[config.mk]
export PLATFORM = sky130hd
export DESIGN_NAME = v_notify_queue
export DESIGN_NICKNAME = d
export VERILOG_FILES = /design/src/rtl/v_pkg.sv /design/src/rtl/v_notify_queue_cam.sv /design/src/rtl/v_notify_queue.sv
export SDC_FILE = /design/constraint.sdc
export NUM_CORES = 1
export LEC_CHECK = 0
export ABC_AREA = 1
export BUFFER_PORTS_ARGS = -buffer_cell sky130_fd_sc_hd__buf_2
export CAP_MARGIN = 20
export CELL_PAD_IN_SITES_DETAIL_PLACEMENT = 1
export CELL_PAD_IN_SITES_GLOBAL_PLACEMENT = 1
export CORE_ASPECT_RATIO = 1.5
export CORE_MARGIN = 2
export CORE_UTILIZATION = 30
export DETAILED_ROUTE_END_ITERATION = 6
export PLACE_DENSITY_LB_ADDON = 0.1
export SETUP_SLACK_MARGIN = 0.2
export SYNTH_ARGS = -nofsm -noshare
export SYNTH_HDL_FRONTEND = slang
export SYNTH_SLANG_ARGS = --single-unit
[constraint.sdc]
create_clock -name clk -period 4.1 [get_ports clk]
set_input_delay 0.82 -clock clk [delete_from_list [all_inputs] [get_ports clk]]
set_output_delay 0.82 -clock clk [all_outputs]
set_load 0.05 [all_outputs]
[src/rtl/v_pkg.sv]
// Shared types for the level-0 notify path: product id, key, size and the
// queued notification record.
package v_pkg;

  typedef logic [7:0]  id_t;
  typedef logic [31:0] key_t;
  typedef logic [15:0] size_t;

  localparam int NOTIFY_DEPTH = 8;

  typedef struct packed {
    id_t   prod_id;
    key_t  key;
    size_t size;
  } notify_t;

endpackage

[src/rtl/v_notify_queue_cam.sv]
// Combinational product-id match against every queue entry, masked by the
// entry valid bits. The queue keeps at most one valid entry per id.
module v_notify_queue_cam
  import v_pkg::*;
#(
  parameter int DEPTH = NOTIFY_DEPTH
) (
  input  id_t               id_i,
  input  id_t [DEPTH-1:0]   ent_id_i,
  input  logic [DEPTH-1:0]  vld_i,
  output logic [DEPTH-1:0]  match_o,
  output logic              hit_o
);

  for (genvar g = 0; g < DEPTH; g++) begin : g_ent
    assign match_o[g] = vld_i[g] & (ent_id_i[g] == id_i);
  end

  assign hit_o = |match_o;

endmodule

[src/rtl/v_notify_queue.sv]
// Coalescing circular notify queue between the level-0 update bus and the
// egress publisher. Pending ids are updated in place; overflow drops count.
module v_notify_queue
  import v_pkg::*;
#(
  parameter int DEPTH = NOTIFY_DEPTH,
  parameter int CNT_W = 16
) (
  input  logic             clk,
  input  logic             rst_n,
  input  logic             i_lv0_vld,
  input  id_t              i_lv0_prod_id,
  input  key_t             i_lv0_key,
  input  size_t            i_lv0_size,
  output logic             o_ntf_vld_r,
  output id_t              o_ntf_prod_id_r,
  output key_t             o_ntf_key_r,
  output size_t            o_ntf_size_r,
  input  logic             i_ntf_rdy,
  input  logic             i_clr,
  output logic             o_ovfl_r,
  output logic [CNT_W-1:0] o_drop_cnt_r,
  output logic             o_full_r,
  output logic             o_empty_r
);

  localparam int PW = $clog2(DEPTH);
  localparam int CW = PW + 1;

  notify_t [DEPTH-1:0] ent_q;
  id_t     [DEPTH-1:0] ent_id;
  logic    [DEPTH-1:0] vld_q, vld_d;
  logic    [PW-1:0]    rd_ptr_q, rd_ptr_d, wr_ptr_q, wr_ptr_d;
  logic    [CW-1:0]    cnt_q, cnt_d;
  logic                ntf_vld_q, full_q, empty_q, ovfl_q;
  logic    [CNT_W-1:0] drop_q;

  logic [DEPTH-1:0] match, head_oh, hit_eff;
  logic             hit_any, pop, coal, alloc, drop, at_cap;

  for (genvar g = 0; g < DEPTH; g++) begin : g_id
    assign ent_id[g] = ent_q[g].prod_id;
  end

  v_notify_queue_cam #(.DEPTH(DEPTH)) u_cam (
    .id_i     (i_lv0_prod_id),
    .ent_id_i (ent_id),
    .vld_i    (vld_q),
    .match_o  (match),
    .hit_o    (hit_any)
  );

  // A match on the head that is leaving this cycle must not absorb the new
  // notification, otherwise the update would be lost with the popped entry.
  assign pop     = ntf_vld_q & i_ntf_rdy;
  assign head_oh = {{(DEPTH-1){1'b0}}, 1'b1} << rd_ptr_q;
  assign hit_eff = match & ~(pop ? head_oh : '0);
  assign at_cap  = (cnt_q == CW'(DEPTH));
  assign coal    = i_lv0_vld & hit_any & (|hit_eff);
  assign alloc   = i_lv0_vld & ~coal & (~at_cap | pop);
  assign drop    = i_lv0_vld & ~coal & ~alloc;

  always_comb begin
    vld_d    = vld_q;
    rd_ptr_d = rd_ptr_q + PW'(pop);
    wr_ptr_d = wr_ptr_q + PW'(alloc);
    cnt_d    = cnt_q + CW'(alloc) - CW'(pop);
    if (pop)   vld_d[rd_ptr_q] = 1'b0;
    // Set after clear: when full, alloc and pop share the same slot.
    if (alloc) vld_d[wr_ptr_q] = 1'b1;
  end

  always_ff @(posedge clk or negedge rst_n) begin
    if (!rst_n) begin
      vld_q     <= '0;
      rd_ptr_q  <= '0;
      wr_ptr_q  <= '0;
      cnt_q     <= '0;
      ntf_vld_q <= 1'b0;
      full_q    <= 1'b0;
      empty_q   <= 1'b1;
    end else begin
      vld_q     <= vld_d;
      rd_ptr_q  <= rd_ptr_d;
      wr_ptr_q  <= wr_ptr_d;
      cnt_q     <= cnt_d;
      ntf_vld_q <= (cnt_d != '0);
      full_q    <= (cnt_d == CW'(DEPTH));
      empty_q   <= (cnt_d == '0);
    end
  end

  // Entry payload carries no reset; validity is tracked by vld_q alone.
  always_ff @(posedge clk) begin
    for (int i = 0; i < DEPTH; i++) begin
      if (alloc && (wr_ptr_q == PW'(i))) begin
        ent_q[i] <= '{prod_id: i_lv0_prod_id, key: i_lv0_key, size: i_lv0_size};
      end else if (coal && hit_eff[i]) begin
        ent_q[i].key  <= i_lv0_key;
        ent_q[i].size <= i_lv0_size;
      end
    end
  end

  always_ff @(posedge clk or negedge rst_n) begin
    if (!rst_n) begin
      ovfl_q <= 1'b0;
      drop_q <= '0;
    end else if (i_clr) begin
      ovfl_q <= 1'b0;
      drop_q <= '0;
    end else if (drop) begin
      ovfl_q <= 1'b1;
      if (drop_q != '1) drop_q <= drop_q + 1'b1;
    end
  end

  assign o_ntf_vld_r     = ntf_vld_q;
  assign o_ntf_prod_id_r = ent_q[rd_ptr_q].prod_id;
  assign o_ntf_key_r     = ent_q[rd_ptr_q].key;
  assign o_ntf_size_r    = ent_q[rd_ptr_q].size;
  assign o_ovfl_r        = ovfl_q;
  assign o_drop_cnt_r    = drop_q;
  assign o_full_r        = full_q;
  assign o_empty_r       = empty_q;

endmodule

==> metrics.yaml, run 1 <==
status: "completed"
layout_setup_ws_ns: 0.355
cp_slowest_cell: "dfrtp_1"
drv_cap: 0
tightest_slew_ns: 0.790
clkTransAtPathRegs_ns: 0.06
required_ns: 3.28
seq_area_frac_synth: 0.725
synth_cell_types: 43
clock-sinks: 486
worstPathCellList: "nand2_1, inv_4, buf_6, nand2_1, nand3_1, a211oi_1, a31oi_1, buf_2"
place_area_um2: 21900
fin_tns_setup_ns: 0
cts_buffers: 51
critPathMaxFanout: 23
fillers: 7020
synthesis.area_um2: 19900
synth_fp_nets: 1636
final_core_util: 0.363
clock_latency_ns: 0.61
post-place-ws_ns: 0.287
yosysTopAreaCell: "edfxtp_1"
row_count: 115
worstSetupEndpointType: "output port"
swShare: 0.412
syn_inst: 1565
antenna_found_initial: 10
wl_per_cell_um: 22.7
initial_core_util: 0.303
comb_power_share: 0.383
postCtsSetupRepairBufs: 0
ys_seq_elements: 486
clockBufferDepth: 3
ir_drop_mv: 0.645
drt_iter0_markers: 558
synthArstFlopShare: 0.0782
firstDrtPassIters: 4
setup_viol: 0
stdcell_count: 2651
hpwlAfterDp_um: 35400
cts_hold_buf: 0
io_pins: 137
switchingPower_mw: 7.62
synthToLayoutAreaGrowth_pct: 19.7
die_area_um2: 68400
grt_pass1_wl_um: 89700
dp_cells: 2552
hold_ws_ns: 0.245
period_needed_ns: 3.74
num_vias: 13000
layout_common_cells: "edfxtp_1 (448), nand2_1 (398), buf_2 (136)"
avgSynthCellArea_um2: 12.7
vias_per_cell: 4.90
synthFlopType: "edfxtp_1"
fp.dieW_um: 214
final_common_cell: "edfxtp_1"
crit_type: "reg2out"
leakagePower_nw: 8.69
clock_skew_ns: 0.0232
cts_root_buf: "clkbuf_16"
tritoncts: "yes"
slowest_delay_ns: 0.49
dieHeight_um: 319
yosys_warnings: 0
fmax_mhz: 267
crit_path_frequent_cell: "nand2_1"
cts_max_level: 2
powerDensity_nw_per_um2: 778
internal-power_mw: 10.9
power_frac_clock: 0.266
synth_area_leaders: "edfxtp_1 (68%), nand2_1 (7.7%), dfrtp_1 (4.7%)"
grt_pass1_vias: 14200
postLayoutCellArea_um2: 23800
power.share.sequential: 0.351
slew_headroom: 0.472
core-area_um2: 65600
period_share: 0.913
grt-ovfl-total: 0
rsz0062_at_grt: "false"
drive_above_1_share: 0.190
synth-edff-count: 448
cp.arrival_ns: 2.92
drc: 0
yosysTopAreaCellShare: 0.677
gp_congestion: 0.811
drtAntennaViolNets: 0
gr-usage-all-layers: 0.173
total_power_mw: 18.5
wl_um: 60100
final_net_count: 1801
hold_class: "in2async"
final_hold_viol_count: 0
portBuffers: 136
grt_max_degree: 107
start_kind: "flip-flop"
slew_viol_final: 0
==> cell usage after synthesis, drive strengths merged, types with 2 or more instances <==
master   count
a211oi      20
a21boi       3
a21oi        8
a221oi       7
a22oi       98
a31oi       49
buf         16
clkbuf      57
clkinv       7
dfrtp       37
edfxtp     448
ha           9
inv         96
nand2      411
nand3       97
nand4       35
nor2        96
nor3         4
nor3b        3
o2111ai      7
o211ai       2
o21ai       13
o22ai        6
or2         10
xnor2        9
xor2        15
==> power groups by stage <==
stage | clock (mW) | combinational [mW] | sequential, mW
2_1_floorplan | 0 | 4.60 | 6.57
3_3_place_gp | 0 | 7.11 | 6.58
3_5_place_dp | 0 | 7.12 | 6.60
4_1_cts | 5.09 | 7.22 | 6.50
5_1_grt | 5.25 | 7.66 | 6.56
6_report | 4.93 | 7.08 | 6.50
==> layout make-up <==
| cell class | instances | area (um^2) | share of cell area |
|---|---|---|---|
| clock buffers | 60 | 1310 | 0.0551 |
| repair buffers | 185 | 1300 | 0.0548 |
| clock inverters | 34 | 469 | 0.0197 |
| diodes | 3 | 7.51 | 0.000316 |
| inverters | 103 | 392 | 0.0165 |
| well taps | 877 | 1100 | 0.0461 |
| flip-flops and latches | 486 | 14400 | 0.606 |
| multi-input cells | 903 | 4810 | 0.202 |
==> routing by layer <==
layer / track usage / vias to the layer above / part of all wire
met3: 0.0293 / 105 / 0.036
met5: 0 / - / 0.00065
met1: 0.199 / 6671 / 0.41
li1: - / 5985 / -
met4: 0.0489 / 6 / 0.024
met2: 0.328 / 211 / 0.53
==> final timing paths <==
kind,cells after the start,endpoint,slack (ns),start
hold reg to reg,2,vld_q[5],0.48,vld_q[5]
max in group asynchronous,2,rd_ptr_q[2],3.16,rst_n
setup reg to reg,18,o_ntf_vld_r,0.77,rd_ptr_q[2]
setup / recovery,8,o_ntf_size_r[3],0.36,rd_ptr_q[1]
min in group clk,1,ent_q[12],0.48,i_lv0_size[12]
hold / removal,1,o_drop_cnt_r[6],0.24,rst_n
==> sequential cells by signal (all words and copies together) (netlist names) <==
register and cells:
cnt_q 4, ent_id 64, ent_q 384, o_drop_cnt_r 16, o_empty_r 1, o_full_r 1, o_ntf_vld_r 1, o_ovfl_r 1
rd_ptr_q 3, vld_q 8, wr_ptr_q 3
==> repair_timing <==
item | CTS | global route
gates cloned | 1 | 1
resized for setup | 3 | 4
setup endpoints to repair | 9 | 10
hold endpoints to repair | 0 | 0
==> worst max-delay path, delay by kind of cell (launching register included) <==
kind / cells / cell delay, ns
AO/OA/AOI/OAI: 2 / 0.50
AND/OR/NAND/NOR: 3 / 0.34
flip-flops: 1 / 0.49
buffers and inverters: 3 / 0.99
==> cell families after synthesis <==
logic type / count (synthesis) / synth area share
and+or+nand+nor: 656 / 0.147
adders and majority gates: 10 / 0.00667
AOI/OAI and AO/OA: 213 / 0.0754
buffers and inverters: 176 / 0.0360
DFF: 486 / 0.725
xor gates and xnor gates: 24 / 0.0106
Note: power is estimated with default switching activity, not from simulation.
==> inputs of run 2 (changes only) <==
--- a/config.mk
+++ b/config.mk
@@ -14,8 +14,9 @@
 export CORE_MARGIN = 2
 export CORE_UTILIZATION = 30
 export DETAILED_ROUTE_END_ITERATION = 6
-export PLACE_DENSITY_LB_ADDON = 0.1
+export PLACE_DENSITY = 0.5
 export SETUP_SLACK_MARGIN = 0.2
 export SYNTH_ARGS = -nofsm -noshare
 export SYNTH_HDL_FRONTEND = slang
+export SYNTH_HIERARCHICAL = 1
 export SYNTH_SLANG_ARGS = --single-unit
==> run 2 against run 1 <==
Effect of this change:
- die area up 0.22%
- final cell count up 1.7%
- clock power down 5.3%
- global-route usage up 0.59 points
- first-iteration DRC count up 30%
- non-clock buffer count up 3
- critical endpoint is now o_ntf_key_r[23]
- clock skew down 0.012 ns
- critical path type unchanged
- sequential share of layout area down 0.14 points
==> metrics.yaml, run 2 <==
r2r_end: "o_ntf_vld_r"
grt_pass1_wl_um: 92100
rsz0062_at_grt: "false"
critPathLaunch: "rd_ptr_q[1]"
portBuffers: 136
clockBufferDepth: 3
dieHeight_um: 320
crit_type: "reg2out"
clock_latency_ns: 0.60
synth_cell_types: 38
start_kind: "flip-flop"
grt_max_degree: 76
cts_hold_buf: 0
wl_per_cell_um: 22.7
fp.dieW_um: 214
clkTransAtPathRegs_ns: 0.06
drv_cap: 0
endpoint: "o_ntf_key_r[23]"
yosysMostFrequentCell: "edfxtp_1"
syn_inst: 1611
avgSynthCellArea_um2: 12.4
period_needed_ns: 3.67
cts_root_buf: "clkbuf_16"
leakagePower_nw: 8.70
synthesis.area_um2: 19900
fin_tns_setup_ns: 0
num_vias: 13400
setup_viol: 0
row_count: 115
hpwlAfterDp_um: 35000
synthToLayoutAreaGrowth_pct: 19.7
slew_viol_final: 0
cts_max_level: 2
rrSetupSlack_ns: 0.76
cts_buffers: 52
drc: 0
slew_headroom: 0.308
clock-sinks: 486
clock_skew_ns: 0.0112
powerDensity_nw_per_um2: 770
postLayoutCellArea_um2: 23900
post-place-ws_ns: 0.103
yosys_warnings: 6
seq_area_frac_synth: 0.723
slowest_delay_ns: 0.57
regMostFlops: "ent_q"
synth_area_leaders: "edfxtp_1 (68%), nand2_1 (7.6%), dfrtp_1 (4.6%)"
tritoncts: "yes"
synth_fp_nets: 1682
drt_iter0_markers: 727
cp.arrival_ns: 2.85
drive_above_1_share: 0.166
critPathMaxFanout: 56
synthArstFlopShare: 0.0782
ir_drop_mv: 0.630
gr-usage-all-layers: 0.179
status: "completed"
yosysTopAreaCellShare: 0.675
tightest_slew_ns: 1.03
r2r-start: "rd_ptr_q[1]"
core-area_um2: 65600
yosysTopAreaCell: "edfxtp_1"
layout_common_cells: "edfxtp_1 (448), nand2_1 (404), buf_2 (136)"
grt_pass1_vias: 14400
stdcell_count: 2696
r2r_cells: 21
place_area_um2: 22100
die_area_um2: 68500
final_common_cell: "edfxtp_1"
worstSetupEndpointType: "output port"
io_pins: 137
dp_cells: 2597
antenna_found_initial: 9
hold_class: "in2async"
synth-edff-count: 448
ys_seq_elements: 486
grt-ovfl-total: 0
largest_reg_flops: 384
drtAntennaViolNets: 0
synthFlopType: "edfxtp_1"
required_ns: 3.28
initial_core_util: 0.304
vias_per_cell: 4.97
layout_setup_ws_ns: 0.428
final_net_count: 1847
period_share: 0.896
gp_congestion: 0.807
firstDrtPassIters: 5
fmax_mhz: 272
worstPathCellList: "inv_2, nor2_4, buf_16, nand2_1, nand4_1, nor2_1, a31oi_1, buf_2"
final_hold_viol_count: 0
cp_slowest_cell: "dfrtp_1"
wl_um: 61100
synthTopCellsByCount: "edfxtp_1 (448), nand2_1 (404), a22oi_1 (112), nor2_1 (104), inv_1 (90)"
==> run 2: cells by family (layout without fill, tap and decap cells) <==
group	after synthesis	in the layout	share of synthesized area
and+or+nand+nor	672	672	0.142
DFF	486	486	0.723
AOI/OAI and AO/OA	235	235	0.0806
buffers and inverters	180	387	0.0353
xor gates and xnor gates	28	28	0.0123
adders and majority gates	10	10	0.00666
other	0	1	0
==> run 2: power breakdown <==
part	leakage (nW)	internal (mW)	switching, mW
clock network	0.828	2.70	1.97
registers	4.55	6.23	0.296
logic	3.33	1.73	5.44
total	8.70	10.7	7.71
==> run 2: worst min path at each step <==
stage | startpoint | endpoint | slack (ns) | cells after the start
after floorplan | vld_q[0] | vld_q[0] | 0.45 | 2
after global placement | vld_q[4] | vld_q[4] | 0.48 | 2
after detailed placement | vld_q[4] | vld_q[4] | 0.50 | 2
after CTS | rst_n | o_drop_cnt_r[4] | 0.37 | 1
after global routing | rst_n | o_drop_cnt_r[4] | 0.42 | 1
final | rst_n | o_drop_cnt_r[4] | 0.37 | 1
==> run 2: worst max-delay path: cells and delay by family, from the launching register on <==
family,cells,cell delay [ns]
AND/OR/NAND/NOR,4,0.48
buffers and inverters,3,0.79
AO/OA/AOI/OAI,1,0.38
flip-flops,1,0.57
==> run 2: area by class of cell <==
cell class,instances,area (um^2)
Antenna cell,1,2.50
Clock buffer,59,1330
Clock inverter,37,347
Fill cell,7070,41800
Inverter,103,389
Multi-Input combinational cell,945,4960
Sequential cell,486,14400
Tap cell,877,1100
Timing Repair Buffer,188,1320
==> run 2: repair_timing <==
| action | in CTS | in global routing |
|---|---|---|
| endpoints found under the hold margin | 0 | 0 |
| endpoints found under the setup margin | 8 | 3 |
| setup buffers | 0 | 0 |
| gates cloned | 2 | 0 |
| resized for setup | 5 | 3 |
==> run 2: through the flow <==
| stage | power (mW) | hold slack, ns | utilization |
|---|---|---|---|
| 3_3_place_gp | 13.7 | 0.483 | 0.336 |
| 4_1_cts | 18.7 | 0.369 | 0.363 |
| 2_1_floorplan | 11.2 | 0.453 | - |
| 3_5_place_dp | 13.8 | 0.497 | 0.336 |
| 6_report | 18.4 | 0.366 | 0.364 |
| 5_1_grt | 19.3 | 0.415 | 0.364 |
==> run 2: per-layer routing <==
layer | global-route usage | share of wire
met1 | 0.207 | 0.40
met2 | 0.330 | 0.53
met3 | 0.0311 | 0.037
met4 | 0.0674 | 0.034
met5 | 0 | 0.0012
